<file path="config.mk">
export PLATFORM = sky130hd
export DESIGN_NAME = midi_encoder
export DESIGN_NICKNAME = d
export VERILOG_FILES = /design/src/rtl/midi_encoder_pkg.sv /design/src/rtl/midi_uart_tx.sv /design/src/rtl/midi_encoder.sv
export SDC_FILE = /design/constraint.sdc
export NUM_CORES = 1
export LEC_CHECK = 0
export BUFFER_PORTS_ARGS = -buffer_cell sky130_fd_sc_hd__buf_2
export CAP_MARGIN = 20
export CORE_ASPECT_RATIO = 0.8
export CORE_MARGIN = 2
export CORE_UTILIZATION = 58
export CTS_CLUSTER_SIZE = 8
export DETAILED_ROUTE_END_ITERATION = 7
export PLACE_DENSITY = 0.85
export SETUP_SLACK_MARGIN = 0.02
export SYNTH_ARGS = -nofsm -noshare
export SYNTH_HDL_FRONTEND = slang
export SYNTH_SLANG_ARGS = --single-unit
</file>
<file path="constraint.sdc">
create_clock -name clock_50_000_000 -period 2.05 [get_ports clock_50_000_000]
set_input_delay 0.3075 -clock clock_50_000_000 [delete_from_list [all_inputs] [get_ports clock_50_000_000]]
set_output_delay 0.3075 -clock clock_50_000_000 [all_outputs]
set_load 0.03 [all_outputs]
</file>
<file path="src/rtl/midi_encoder_pkg.sv">
// Shared MIDI message types, status-type constants and byte-count helper for the
// MIDI transmit path.
package midi_encoder_pkg;

    localparam int unsigned MIDI_BAUD = 31250;

    typedef struct packed {
        logic [3:0] message_type;
        logic [3:0] channel;
        logic [7:0] data_byte1;
        logic [7:0] data_byte2;
    } message_t;

    localparam logic [3:0] NOTE_OFF         = 4'h8;
    localparam logic [3:0] NOTE_ON          = 4'h9;
    localparam logic [3:0] POLY_PRESSURE    = 4'hA;
    localparam logic [3:0] CONTROL_CHANGE   = 4'hB;
    localparam logic [3:0] PROGRAM_CHANGE   = 4'hC;
    localparam logic [3:0] CHANNEL_PRESSURE = 4'hD;
    localparam logic [3:0] PITCH_BEND       = 4'hE;
    localparam logic [3:0] SYSTEM           = 4'hF;

    localparam logic [7:0] DATA_MASK = 8'h7F;

    typedef enum logic [1:0] {StIdle, StStatus, StData1, StData2} tx_state_e;

    function automatic logic [1:0] data_byte_count(input logic [3:0] message_type);
        case (message_type)
            NOTE_OFF, NOTE_ON, POLY_PRESSURE, CONTROL_CHANGE, PITCH_BEND: return 2'd2;
            PROGRAM_CHANGE, CHANNEL_PRESSURE:                             return 2'd1;
            default:                                                      return 2'd0;
        endcase
    endfunction

endpackage

</file>
<file path="src/rtl/midi_uart_tx.sv">
// 8N1 serialiser: start bit, 8 data bits LSB first, stop bit, BIT_CYCLES clocks per bit.
// A start strobe in the done cycle chains the next frame with no idle gap.
module midi_uart_tx #(
    parameter int unsigned BIT_CYCLES = 1600
) (
    input  logic       clock_50_000_000,
    input  logic       reset_l,
    input  logic [7:0] tx_byte,
    input  logic       start,
    output logic       tx,
    output logic       done,
    output logic       busy
);

    localparam int unsigned CW = (BIT_CYCLES > 1) ? $clog2(BIT_CYCLES) : 1;
    localparam logic [CW-1:0] LAST_CYCLE = CW'(BIT_CYCLES - 1);

    logic [9:0]    frame_q;
    logic [3:0]    bit_q;
    logic [CW-1:0] cycle_q;
    logic          active_q;
    logic          bit_end;

    assign bit_end = (cycle_q == LAST_CYCLE);
    assign done    = active_q && bit_end && (bit_q == 4'd9);
    assign tx      = frame_q[0];
    assign busy    = active_q;

    // Frame shifts out LSB first and refills with ones, so the line idles high.
    always_ff @(posedge clock_50_000_000 or negedge reset_l) begin
        if (!reset_l) begin
            frame_q  <= '1;
            bit_q    <= 4'd0;
            cycle_q  <= '0;
            active_q <= 1'b0;
        end else if (start) begin
            frame_q  <= {1'b1, tx_byte, 1'b0};
            bit_q    <= 4'd0;
            cycle_q  <= '0;
            active_q <= 1'b1;
        end else if (active_q) begin
            if (bit_end) begin
                cycle_q <= '0;
                frame_q <= {1'b1, frame_q[9:1]};
                if (bit_q == 4'd9) begin
                    active_q <= 1'b0;
                end else begin
                    bit_q <= bit_q + 4'd1;
                end
            end else begin
                cycle_q <= cycle_q + 1'b1;
            end
        end
    end

endmodule

</file>
<file path="src/rtl/midi_encoder.sv">
// Expands decoded MIDI messages into status/data wire bytes with optional running
// status and streams them back-to-back through the 8N1 serialiser.
module midi_encoder
    import midi_encoder_pkg::*;
#(
    parameter int unsigned CLOCK_HZ       = 50_000_000,
    parameter int unsigned BAUD           = MIDI_BAUD,
    parameter bit          RUNNING_STATUS = 1'b1
) (
    input  logic     clock_50_000_000,
    input  logic     reset_l,
    input  message_t message,
    input  logic     message_valid,
    output logic     message_ready,
    output logic     midi_tx,
    output logic     busy,
    output logic     message_error
);

    localparam int unsigned BIT_CYCLES = CLOCK_HZ / BAUD;

    tx_state_e  state_q, state_d;
    logic [7:0] data1_q, data2_q;
    logic [1:0] count_q;
    logic [7:0] stored_status_q;
    logic       stored_valid_q;
    logic       error_q, error_d;

    logic [7:0] status;
    logic       is_channel;
    logic       skip_status;
    logic       accept;
    logic       tx_start, tx_done;
    logic [7:0] tx_byte;

    assign status        = {message.message_type, message.channel};
    assign is_channel    = message.message_type[3] && (message.message_type != SYSTEM);
    assign skip_status   = RUNNING_STATUS && is_channel && stored_valid_q
                           && (stored_status_q == status);
    assign message_ready = (state_q == StIdle);
    assign accept        = message_valid && message_ready;
    assign message_error = error_q;

    // The first byte starts on the accepting edge so the start bit appears one cycle later.
    always_comb begin
        state_d  = state_q;
        tx_start = 1'b0;
        tx_byte  = 8'h00;
        error_d  = 1'b0;
        unique case (state_q)
            StIdle: begin
                if (message_valid) begin
                    if (!message.message_type[3]) begin
                        error_d = 1'b1;
                    end else begin
                        tx_start = 1'b1;
                        if (skip_status) begin
                            tx_byte = message.data_byte1 & DATA_MASK;
                            state_d = StData1;
                        end else begin
                            tx_byte = status;
                            state_d = StStatus;
                        end
                    end
                end
            end
            StStatus: begin
                if (tx_done) begin
                    if (count_q != 2'd0) begin
                        tx_start = 1'b1;
                        tx_byte  = data1_q;
                        state_d  = StData1;
                    end else begin
                        state_d = StIdle;
                    end
                end
            end
            StData1: begin
                if (tx_done) begin
                    if (count_q == 2'd2) begin
                        tx_start = 1'b1;
                        tx_byte  = data2_q;
                        state_d  = StData2;
                    end else begin
                        state_d = StIdle;
                    end
                end
            end
            StData2: begin
                if (tx_done) begin
                    state_d = StIdle;
                end
            end
            default: state_d = StIdle;
        endcase
    end

    always_ff @(posedge clock_50_000_000 or negedge reset_l) begin
        if (!reset_l) begin
            state_q         <= StIdle;
            data1_q         <= 8'h00;
            data2_q         <= 8'h00;
            count_q         <= 2'd0;
            stored_status_q <= 8'h00;
            stored_valid_q  <= 1'b0;
            error_q         <= 1'b0;
        end else begin
            state_q <= state_d;
            error_q <= error_d;
            if (accept && message.message_type[3]) begin
                data1_q <= message.data_byte1 & DATA_MASK;
                data2_q <= message.data_byte2 & DATA_MASK;
                count_q <= data_byte_count(message.message_type);
                // Real-time messages (0xF8-0xFF) leave the running status untouched.
                if (is_channel) begin
                    stored_status_q <= status;
                    stored_valid_q  <= 1'b1;
                end else if (!message.channel[3]) begin
                    stored_valid_q <= 1'b0;
                end
            end
        end
    end

    midi_uart_tx #(
        .BIT_CYCLES(BIT_CYCLES)
    ) u_uart_tx (
        .clock_50_000_000(clock_50_000_000),
        .reset_l         (reset_l),
        .tx_byte         (tx_byte),
        .start           (tx_start),
        .tx              (midi_tx),
        .done            (tx_done),
        .busy            (busy)
    );

endmodule

</file>
==> out/metrics.yaml <==
rsz0062_at_grt: "no"
min_path_type: "in -> reg"
postSynthAreaPerCell_sq_um: 9.67
clk_pin_slew_worst_paths_ns: 0.10
drtIter0Drc: 214
final_common_cell: "nand2_1"
critPathKind: "reg -> reg"
cpLargestDelayFamily: "simple AND/OR/NAND/NOR gates"
fmax_mhz: 525
syn_area_sq_um: 2890
die_area_sq_um: 5570
drc: 0
synth_edf_count: 0
synthesis.nets: 333
drt-total-wl_mm: 6.57
endpoint: "u_uart_tx.bit_q[1]$_DFFE_PN0P_"
h-tree-depth: 2
path_depth: 6
grt_pass1_wl_mm: 11.3
grt_antenna_before_repair: 0
finalMaxSlewViolations: 0
num_io_pins: 31
grt_use_total_pct: 25.4
coreArea_sq_um: 4680
crit_slowest_cell: "dfrtp_1"
cts_made_buffers: 5
worst-r2r-setup-slack_ns: 0.14
wl_per_cell_microns: 16.6
arrival_ns: 2.10
p_per_area_nw_per_um2: 533
grt_pass1_vias: 2309
first_pass_iters: 5
finalCriticalPeriod_ns: 1.91
finClkSkew_ns: 0.0101
ys.flop_type: "dfrtp_1"
diodes: 0
nFillCells: 353
path_cells: "nand4bb_4 -> nor4_4 -> a41o_1 -> buf_6 -> o21ai_0 -> a22o_1"
r2r-end: "u_uart_tx.bit_q[1]$_DFFE_PN0P_"
p_leak_nw: 1.53
gp_congestion: 0.907
timing.final.ws_setup_ns: 0.144
maxCapViolCount: 0
fin_tns_setup_ns: 0
synth_cell_types: 51
die_h_microns: 67.2
clkPwrFrac_pct: 36.0
synth-seq-cells: 53
finalSetupViolations: 0
grt-ovfl-total: 0
sequentialPowerShare_pct: 59.5
avgViaCountPerCell: 6.13
async_reset_ff_share_pct: 100
dp_slack_ns: 0.0464
root_buffer: "clkbuf_8"
clkSinkCount: 53
r2r_start: "u_uart_tx.cycle_q[6]$_DFFE_PN0P_"
reg2reg_depth: 6
syn_to_final_growth_pct: 14.2
switching_share_pct: 21.5
endpoint_kind: "flip-flop"
synth_warnings: 0
ant_nets: 0
startpoint: "u_uart_tx.cycle_q[6]$_DFFE_PN0P_"
io_buffers: 28
layout_common_cells: "nand2_1, dfrtp_1, buf_2"
combPwrFrac_pct: 4.5
cp_slowest_stage_delay_ns: 0.43
fp.dieW_microns: 82.9
finalHoldViolCount: 0
final_nets: 369
cts_max_path_buffers: 2
status: "complete, no violations"
relSlewSlack_pct: 54.6
vias: 2428
hold-worst-slack_ns: 0.186
cts_tree: "done"
p_switching_mw: 0.378
synth_seq_area_share_pct: 46.3
clk_latency_ns: 0.30
grt_max_degree: 32
peakVddDrop_mv: 0.534
cp_max_fo: 12
drive_gt1_share_pct: 23.2
place_hpwl_mm: 4.80
syn_inst: 299
critPathRequiredTime_ns: 2.24
initial_core_util_pct: 61.8
tightest_slew_ns: 0.674
row_count: 22
min_period_over_period_pct: 93.0
critPathBufInv: 1
intPower_mw: 1.38
critPathLaunchType: "flip-flop"
## tightest hold or removal path, delay by kind of cell
family	cells	cell delay, ns
AND/OR/NAND/NOR	2	0.08
buffers and inverters	1	0.07
## logic make-up (layout without fill, tap and decap cells)
family / count (synthesis) / count (layout) / synth area share [%]
and+or+nand+nor: 137 / 137 / 25.2
AOI/OAI and AO/OA: 61 / 61 / 16.3
DFF: 53 / 53 / 46.3
buffers and inverters: 23 / 60 / 3.55
xor gates and xnor gates: 14 / 14 / 4.24
adders and majority gates: 7 / 7 / 3.03
muxes: 4 / 4 / 1.43
## synth_stat cells (all sizes together) (8+ instances only)
| library cell | instances | area (sq um) |
|---|---|---|
| nand4 | 18 | 113 |
| a21o | 9 | 68.8 |
| dfstp | 9 | 236 |
| nand3 | 11 | 60.1 |
| clkbuf | 9 | 33.8 |
| inv | 8 | 30.0 |
| nor2 | 17 | 63.8 |
| o21ai | 12 | 60.1 |
| xnor2 | 8 | 70.1 |
| nand2 | 51 | 194 |
| dfrtp | 44 | 1100 |
| a22o | 8 | 70.1 |
## stage by stage
step           cells  total power [mW]  util, %  instance area [sq um]
3_3_place_gp     385              1.14     67.5                   3160
4_1_cts          394              1.77     69.9                   3270
6_report         396              1.76     70.6                   3300
3_5_place_dp     385              1.14     67.5                   3160
5_1_grt          396              1.82     70.6                   3300
2_1_floorplan    299              1.08        -                   2890
## worst min path at each step
| stage | slack (ns) | depth (start not counted) | end | startpoint |
|---|---|---|---|---|
| floorplan | 0.01 | 0 | count_q[0]$_DFFE_PN0P_ | reset_l |
| global placement | 0.31 | 1 | data1_q[2]$_DFFE_PN0P_ | reset_l |
| detailed placement | 0.31 | 1 | data1_q[2]$_DFFE_PN0P_ | reset_l |
| CTS | 0.19 | 3 | data2_q[0]$_DFFE_PN0P_ | message[0] |
| global route | 0.19 | 3 | data2_q[4]$_DFFE_PN0P_ | message[4] |
| finish | 0.19 | 3 | data2_q[4]$_DFFE_PN0P_ | message[4] |
## cell type report
type,instances,area (sq um),area share [%]
clock buffers,7,96.3,2.92
clock inverters,1,5.00,0.152
inverters,8,30.0,0.909
multi-input cells,223,1470,44.4
flip-flops and latches,53,1340,40.5
well taps,60,75.1,2.27
repair buffers,44,292,8.83
## state kept, by name (all words and copies together) (netlist names)
signal,count
u_uart_tx.cycle_q,11
data2_q,7
u_uart_tx.bit_q,4
u_uart_tx.busy,1
u_uart_tx.frame_q,9
message_error,1
stored_status_q,8
data1_q,7
count_q,2
stored_valid_q,1
state_q,2
## layer usage
metal | part of all wire, % | wire, microns | GRT usage [%]
met5 | 0 | 0 | 0
met3 | 5.9 | 391 | 4.77
met4 | 1.1 | 72 | 6.15
met2 | 47 | 3070 | 40.3
met1 | 46 | 3040 | 36.7
## power by group through the flow
stage | clock network, mW | registers, mW | logic, mW
CTS | 0.644 | 1.05 | 0.0803
finish | 0.633 | 1.05 | 0.0797
global placement | 0 | 1.07 | 0.0770
floorplan | 0 | 1.07 | 0.0174
detailed placement | 0 | 1.07 | 0.0780
global route | 0.686 | 1.05 | 0.0896
## timing repair
action | in CTS | in global routing
setup buffers | 0 | 2
gates resized for setup | 0 | 5
hold buffers | 1 | 0
endpoints found under the setup margin | 0 | 13
hold endpoints to repair | 14 | 0
Power figures use the tool's default switching activity.
